## src/rtl/iter_csa_multiplier_pkg.sv

```systemverilog
// rv32i_types: shared multiply op encodings, FSM states and cycle count
package rv32i_types;
    typedef enum logic [1:0] {
        MUL    = 2'b00,
        MULH   = 2'b01,
        MULHSU = 2'b10,
        MULHU  = 2'b11
    } mul_op_t;
    typedef enum logic [1:0] {IDLE, MULT, RESOLVE, DONE} mul_state_t;
    localparam int MUL_CYCLES = 32;
endpackage

```

## src/rtl/iter_csa_multiplier_csa_row.sv

```systemverilog
// csa_row: W-bit 3:2 compressor built from per-bit full adders
// Ports: a, b, c - addends; s - bitwise sum; co - unshifted carries
module full_adder (
    input  logic a,
    input  logic b,
    input  logic ci,
    output logic s,
    output logic co
);
    assign s  = a ^ b ^ ci;
    assign co = (a & b) | (a & ci) | (b & ci);
endmodule

module csa_row #(
    parameter int W = 64
) (
    input  logic [W-1:0] a,
    input  logic [W-1:0] b,
    input  logic [W-1:0] c,
    output logic [W-1:0] s,
    output logic [W-1:0] co
);
    for (genvar i = 0; i < W; i++) begin : g_fa
        full_adder u_fa (.a(a[i]), .b(b[i]), .ci(c[i]), .s(s[i]), .co(co[i]));
    end
endmodule

```

## src/rtl/iter_csa_multiplier.sv

```systemverilog
// iter_csa_multiplier: iterative carry-save RV32M multiplier (MUL/MULH/MULHSU/MULHU)
// Ports: clk, rst_n (async low); flush kills in-flight op;
//        in_valid/in_ready/in_op/in_rs1/in_rs2/in_tag request side;
//        out_valid/out_ready/out_result/out_tag result side
module iter_csa_multiplier
    import rv32i_types::*;
#(
    parameter int ROB_IDX_W = 5,
    parameter int XLEN      = 32
) (
    input  logic                 clk,
    input  logic                 rst_n,
    input  logic                 flush,
    input  logic                 in_valid,
    output logic                 in_ready,
    input  mul_op_t              in_op,
    input  logic [XLEN-1:0]      in_rs1,
    input  logic [XLEN-1:0]      in_rs2,
    input  logic [ROB_IDX_W-1:0] in_tag,
    output logic                 out_valid,
    input  logic                 out_ready,
    output logic [XLEN-1:0]      out_result,
    output logic [ROB_IDX_W-1:0] out_tag
);
    localparam int CNT_W = $clog2(MUL_CYCLES);

    mul_state_t            r_state, w_state_next;
    mul_op_t               r_op;
    logic [ROB_IDX_W-1:0]  r_tag;
    logic [XLEN-1:0]       r_mag1, r_mag2, r_out_result;
    logic                  r_neg;
    logic [2*XLEN-1:0]     r_sum, r_carry;
    logic [CNT_W-1:0]      r_count;

    logic                  w_accept, w_s1, w_s2;
    logic [2*XLEN-1:0]     w_pp, w_s, w_c, w_p, w_pn;

    assign in_ready   = (r_state == IDLE) & ~flush;
    assign w_accept   = in_valid & in_ready;
    assign out_valid  = (r_state == DONE);
    assign out_result = r_out_result;
    assign out_tag    = r_tag;

    assign w_s1 = in_rs1[XLEN-1] & ((in_op == MULH) | (in_op == MULHSU));
    assign w_s2 = in_rs2[XLEN-1] & (in_op == MULH);

    assign w_pp = r_mag2[r_count] ? ({{XLEN{1'b0}}, r_mag1} << r_count) : '0;

    csa_row #(.W(2*XLEN)) u_csa (.a(r_sum), .b(r_carry), .c(w_pp), .s(w_s), .co(w_c));

    assign w_p  = r_sum + r_carry;
    assign w_pn = r_neg ? -w_p : w_p;

    always_ff @(posedge clk or negedge rst_n) begin
        if (!rst_n) r_state <= IDLE;
        else        r_state <= w_state_next;
    end

    always_comb begin
        w_state_next = r_state;
        case (r_state)
            IDLE:    w_state_next = w_accept ? MULT : IDLE;
            MULT:    w_state_next = (r_count == CNT_W'(MUL_CYCLES - 1)) ? RESOLVE : MULT;
            RESOLVE: w_state_next = DONE;
            DONE:    w_state_next = out_ready ? IDLE : DONE;
            default: w_state_next = IDLE;
        endcase
        // flush outranks every transition outside IDLE, including the DONE handshake
        if (flush && r_state != IDLE) w_state_next = IDLE;
    end

    always_ff @(posedge clk or negedge rst_n) begin
        if (!rst_n) begin
            r_op         <= MUL;
            r_tag        <= '0;
            r_mag1       <= '0;
            r_mag2       <= '0;
            r_neg        <= 1'b0;
            r_sum        <= '0;
            r_carry      <= '0;
            r_count      <= '0;
            r_out_result <= '0;
        end else begin
            if (w_accept) begin
                r_op    <= in_op;
                r_tag   <= in_tag;
                r_mag1  <= w_s1 ? -in_rs1 : in_rs1;
                r_mag2  <= w_s2 ? -in_rs2 : in_rs2;
                r_neg   <= w_s1 ^ w_s2;
                r_sum   <= '0;
                r_carry <= '0;
                r_count <= '0;
            end
            if (r_state == MULT) begin
                r_sum   <= w_s;
                r_carry <= {w_c[2*XLEN-2:0], 1'b0};
                r_count <= r_count + 1'b1;
            end
            if (r_state == RESOLVE && !flush)
                r_out_result <= (r_op == MUL) ? w_pn[XLEN-1:0] : w_pn[2*XLEN-1:XLEN];
        end
    end
endmodule

```

## config.mk

```make
export PLATFORM = sky130hd
export DESIGN_NAME = iter_csa_multiplier
export DESIGN_NICKNAME = d
export VERILOG_FILES = /design/src/rtl/iter_csa_multiplier_pkg.sv /design/src/rtl/iter_csa_multiplier_csa_row.sv /design/src/rtl/iter_csa_multiplier.sv
export SDC_FILE = /design/constraint.sdc
export NUM_CORES = 1
export LEC_CHECK = 0
export CAP_MARGIN = 0
export CORE_MARGIN = 2
export CORE_UTILIZATION = 55
export CTS_BUF_LIST = sky130_fd_sc_hd__clkbuf_4 sky130_fd_sc_hd__clkbuf_8 sky130_fd_sc_hd__clkbuf_16
export CTS_CLUSTER_SIZE = 25
export DETAILED_ROUTE_END_ITERATION = 16
export PLACE_DENSITY = 0.87
export RECOVER_POWER = 100
export SLEW_MARGIN = 10
export SYNTH_ARGS = -nofsm -noshare
export SYNTH_HDL_FRONTEND = slang
export SYNTH_HIERARCHICAL = 1
export SYNTH_SLANG_ARGS = --single-unit
export TNS_END_PERCENT = 50
```

## constraint.sdc

```tcl
create_clock -name clk -period 4.9 [get_ports clk]
set_clock_uncertainty 0.15 [all_clocks]
set_input_delay 1.225 -clock clk [delete_from_list [all_inputs] [get_ports clk]]
set_output_delay 1.225 -clock clk [all_outputs]
set_load 0.05 [all_outputs]
```

==> results.sh <==
export IMPL_hold_buffers=0
export IMPL_grt_setup_unrepaired="yes"
export IMPL_whs_ns=0.318
export IMPL_drtIter0Drc=1825
export IMPL_fin_crit_sh_pct=98.5
export IMPL_drcViolationCount=0
export IMPL_synthArstFlopShare_pct=100
export IMPL_grt_util_met3_pct=5.02
export IMPL_area_growth_pct=14.9
export IMPL_clock_sinks=238
export IMPL_fmax_mhz=207
export IMPL_outcome="complete, but fails checks"
export IMPL_synth_cell_types=98
export IMPL_syn_inst=2569
export IMPL_crit_arrival_ns=5.17
export IMPL_via_count=20500
export IMPL_avgSynthCellArea_um2=8.06
export IMPL_nets=2865
export IMPL_yosysWarnings=6
export IMPL_grt_pass1_wl_mm=105
export IMPL_setup_tns_ns=0
export IMPL_worstSetupStartpointType="register"
export IMPL_ys_ff_latch=238
export IMPL_worstMarginPinSlew_ns=2.56
export IMPL_boundaryPins=115
export IMPL_max_slew_margin_pct=-70.9
export IMPL_p_leak_nw=10.2
export IMPL_synth_area_um2=20700
export IMPL_max_stage_delay_ns=0.55
export IMPL_grt_pass1_vias=19600
export IMPL_dpl_cell_area_um2=22600
export IMPL_cts_root_buffer="clkbuf_16"
export IMPL_crit_top_cell="buf_4"
export IMPL_wl_per_cell_um=21.1
export IMPL_use_met1_pct=44.3
export IMPL_setup_violations=0
export IMPL_die_area_um2=39200
export IMPL_internal_power_mw=5.54
export IMPL_crit_type="register to register"
export IMPL_failed_checks="capacitance limit, slew limit"
export IMPL_worstPathMaxFanout=4
export IMPL_power_frac_comb_pct=49.8
export IMPL_numPortBuffers=114
export IMPL_path_clk_slew_ns=0.06
export IMPL_synthFlopType="dfrtp_1"
export IMPL_finalInstanceArea_um2=23800
export IMPL_min_period_ns=4.83
export IMPL_grtUsageTotal_pct=34.1
export IMPL_busiest_layer="met2"
export IMPL_finalHoldViolCount=0
export IMPL_hp_class="register to register"
export IMPL_drv_slew=221
export IMPL_core_um2=37400
export IMPL_swShare_pct=43.8
export IMPL_die_w_um=198
export IMPL_gr_total_overflow=0
export IMPL_end_kind="register"
export IMPL_drive_gt1_share_pct=10.2
export IMPL_pwr_share_clk_pct=22.9
export IMPL_met2_usage_pct=57.6
export IMPL_cpMaxStageDelayCell="or4b_4"
export IMPL_via_per_inst=6.42
export IMPL_dieHeight_um=198
export IMPL_max_vdd_ir_drop_uv=301
export IMPL_critPathTopFamily="compound AO/OA/AOI/OAI gates"
export IMPL_grt_max_degree=129
export IMPL_place_congestion=0.995
export IMPL_antenna_cells=0
export IMPL_start_util_pct=55.3
export IMPL_ant_nets=0
export IMPL_maxCapViolCount=2
export IMPL_crit_required_ns=5.24
export IMPL_num_rows=71
export IMPL_cts_tree="done"
export IMPL_cts_buffer_depth=3
export IMPL_switching_power_mw=4.32
export IMPL_clkLatencyLatePin_ns=0.58
export IMPL_cp_buffers_inverters=3
export IMPL_seqPwrFrac_pct=27.3
export IMPL_synth_seq_area_share_pct=28.8
export IMPL_power_per_cell_area_nw_per_um2=415
export IMPL_htree_levels=1
export IMPL_cts_made_buffers=28
export IMPL_crit_chain="ha_1 > a211oi_2 > o211ai_1 > buf_4 > a21oi_2 > buf_4 > o211a_1 > o22ai_1 > a2111oi_4 > or4b_4 > nor4_4 > buf_4 > nand4_1 > nor4_2 > mux2_2 > o211ai_1"
export IMPL_wl_mm=67.2
export IMPL_synth_edf_count=0
export IMPL_hpwlAfterDp_mm=51.4
export IMPL_antenna_found_initial=1
export IMPL_firstDrtPassIters=8
-- flip-flops by register name (all words and copies together) (netlist names) --
register / flops
r_state: 2
r_neg: 1
r_mag1: 32
r_count: 5
out_result: 32
out_tag: 5
r_mag2: 32
r_carry: 63
r_sum: 64
r_op: 2
-- kinds of logic after synthesis --
kind of cell,synth area share (%)
muxes,6.61
adders and majority gates,10.4
xor gates and xnor gates,5.29
DFF,28.8
AOI/OAI and AO/OA,22.8
and+or+nand+nor,22.3
other,0.0181
buffers and inverters,3.78
-- worst paths after layout --
check	cells past startpoint	end	start	slack, ns
worst max-delay path	16	out_result[28]$_DFFE_PN0P_	r_sum[2]$_DFFE_PN0P_	0.07
worst min-delay path	2	out_tag[4]$_DFFE_PN0P_	out_tag[4]$_DFFE_PN0P_	0.32
worst max register to register	16	out_result[28]$_DFFE_PN0P_	r_sum[2]$_DFFE_PN0P_	0.07
worst min register to register	2	out_tag[4]$_DFFE_PN0P_	out_tag[4]$_DFFE_PN0P_	0.32
max in group asynchronous	2	r_sum[42]$_DFFE_PN0P_	rst_n	0.85
min in group asynchronous	1	out_result[6]$_DFFE_PN0P_	rst_n	1.26
-- power groups by stage --
stage,logic (mW),registers (mW),clock network (mW)
finish,4.91,2.69,2.26
CTS,4.68,2.69,2.28
detailed placement,4.63,2.72,0
global route,5.31,2.76,2.35
floorplan,3.14,2.65,0
global placement,4.50,2.69,0
-- cells in the mapped netlist, types with 6 or more instances --
cell      instances  area (µm²)
o21a_1           11        82.6
o41ai_1          10        87.6
buf_2             7        35.0
clkbuf_1        132         495
nand2_1         517        1940
o211a_1           6        60.1
nor4_1           26         163
nand2b_1         16         100
a22oi_1          10        75.1
mux4_2           30         676
nand4_1          33         206
inv_1            38         143
nor3_1           49         245
and4_1           15         131
a211oi_1         28         210
o31ai_1          26         195
a31oi_1          25         156
or2_2             8        50.1
nor2b_1          20         125
mux2_2           26         293
buf_1            18        67.6
xor2_1           57         499
and3_1           13        81.3
a21o_1           35         263
o22ai_1           7        43.8
dfrtp_1         238        5960
xnor2_1          68         596
or4_1             7        52.6
ha_1             68         851
and2_1           25         156
nor2_1          195         732
a21oi_1         148         741
o21ai_1          20         100
nand3_1          37         185
o221ai_1          8        70.1
o211ai_1         21         158
or3_1            22         138
fa_1             65        1300
o21ai_0         307        1540
nor3b_1          11        82.6
a211o_1          12         105
mux2i_1          40         400
-- metrics by stage --
step | utilization, % | setup WS, ns | cells | total power [mW]
global route | 63.6 | -0.134 | 3188 | 10.4
finish | 63.6 | 0.0737 | 3188 | 9.87
CTS | 63.2 | 0.000659 | 3180 | 9.65
floorplan | - | 0.299 | 2570 | 5.79
global placement | 60.5 | 0.0930 | 3129 | 7.19
detailed placement | 60.5 | 0.0160 | 3129 | 7.35
-- cells in the final DEF (no fill, tap or decap), types with 62 or more instances in the layout --
master           count
xnor2_1             68
ha_1                62
nand2_1            516
clkdlybuf4s50_1     73
o21ai_0            304
dfrtp_1            236
a21oi_1            145
buf_4               96
fa_1                64
nor2_1             194
-- repair_timing --
item	4_1_cts	5_1_grt
gates resized for setup	2	34
pin swaps	0	11
setup endpoints to repair	1	26
setup buffers	0	8
-- tightest hold or removal path: stages, from the launching register on --
cell and delay [ns]:
dfrtp_1 0.34, nand2_1 0.05, nand2_1 0.05
-- layer usage --
metal	vias to the layer above	routed length, µm
met5	-	12
met4	2	2730
met3	188	5020
met2	919	32200
met1	9927	27300
li1	9420	-
-- cell type report --
cell class,count,area [µm²]
Inverter,39,146
Multi-Input combinational cell,2132,14100
Tap cell,511,639
Fill cell,3065,13600
Sequential cell,238,5960
Clock buffer,36,786
Timing Repair Buffer,217,1910
Clock inverter,15,205
Note: power is estimated with default switching activity, not from simulation.
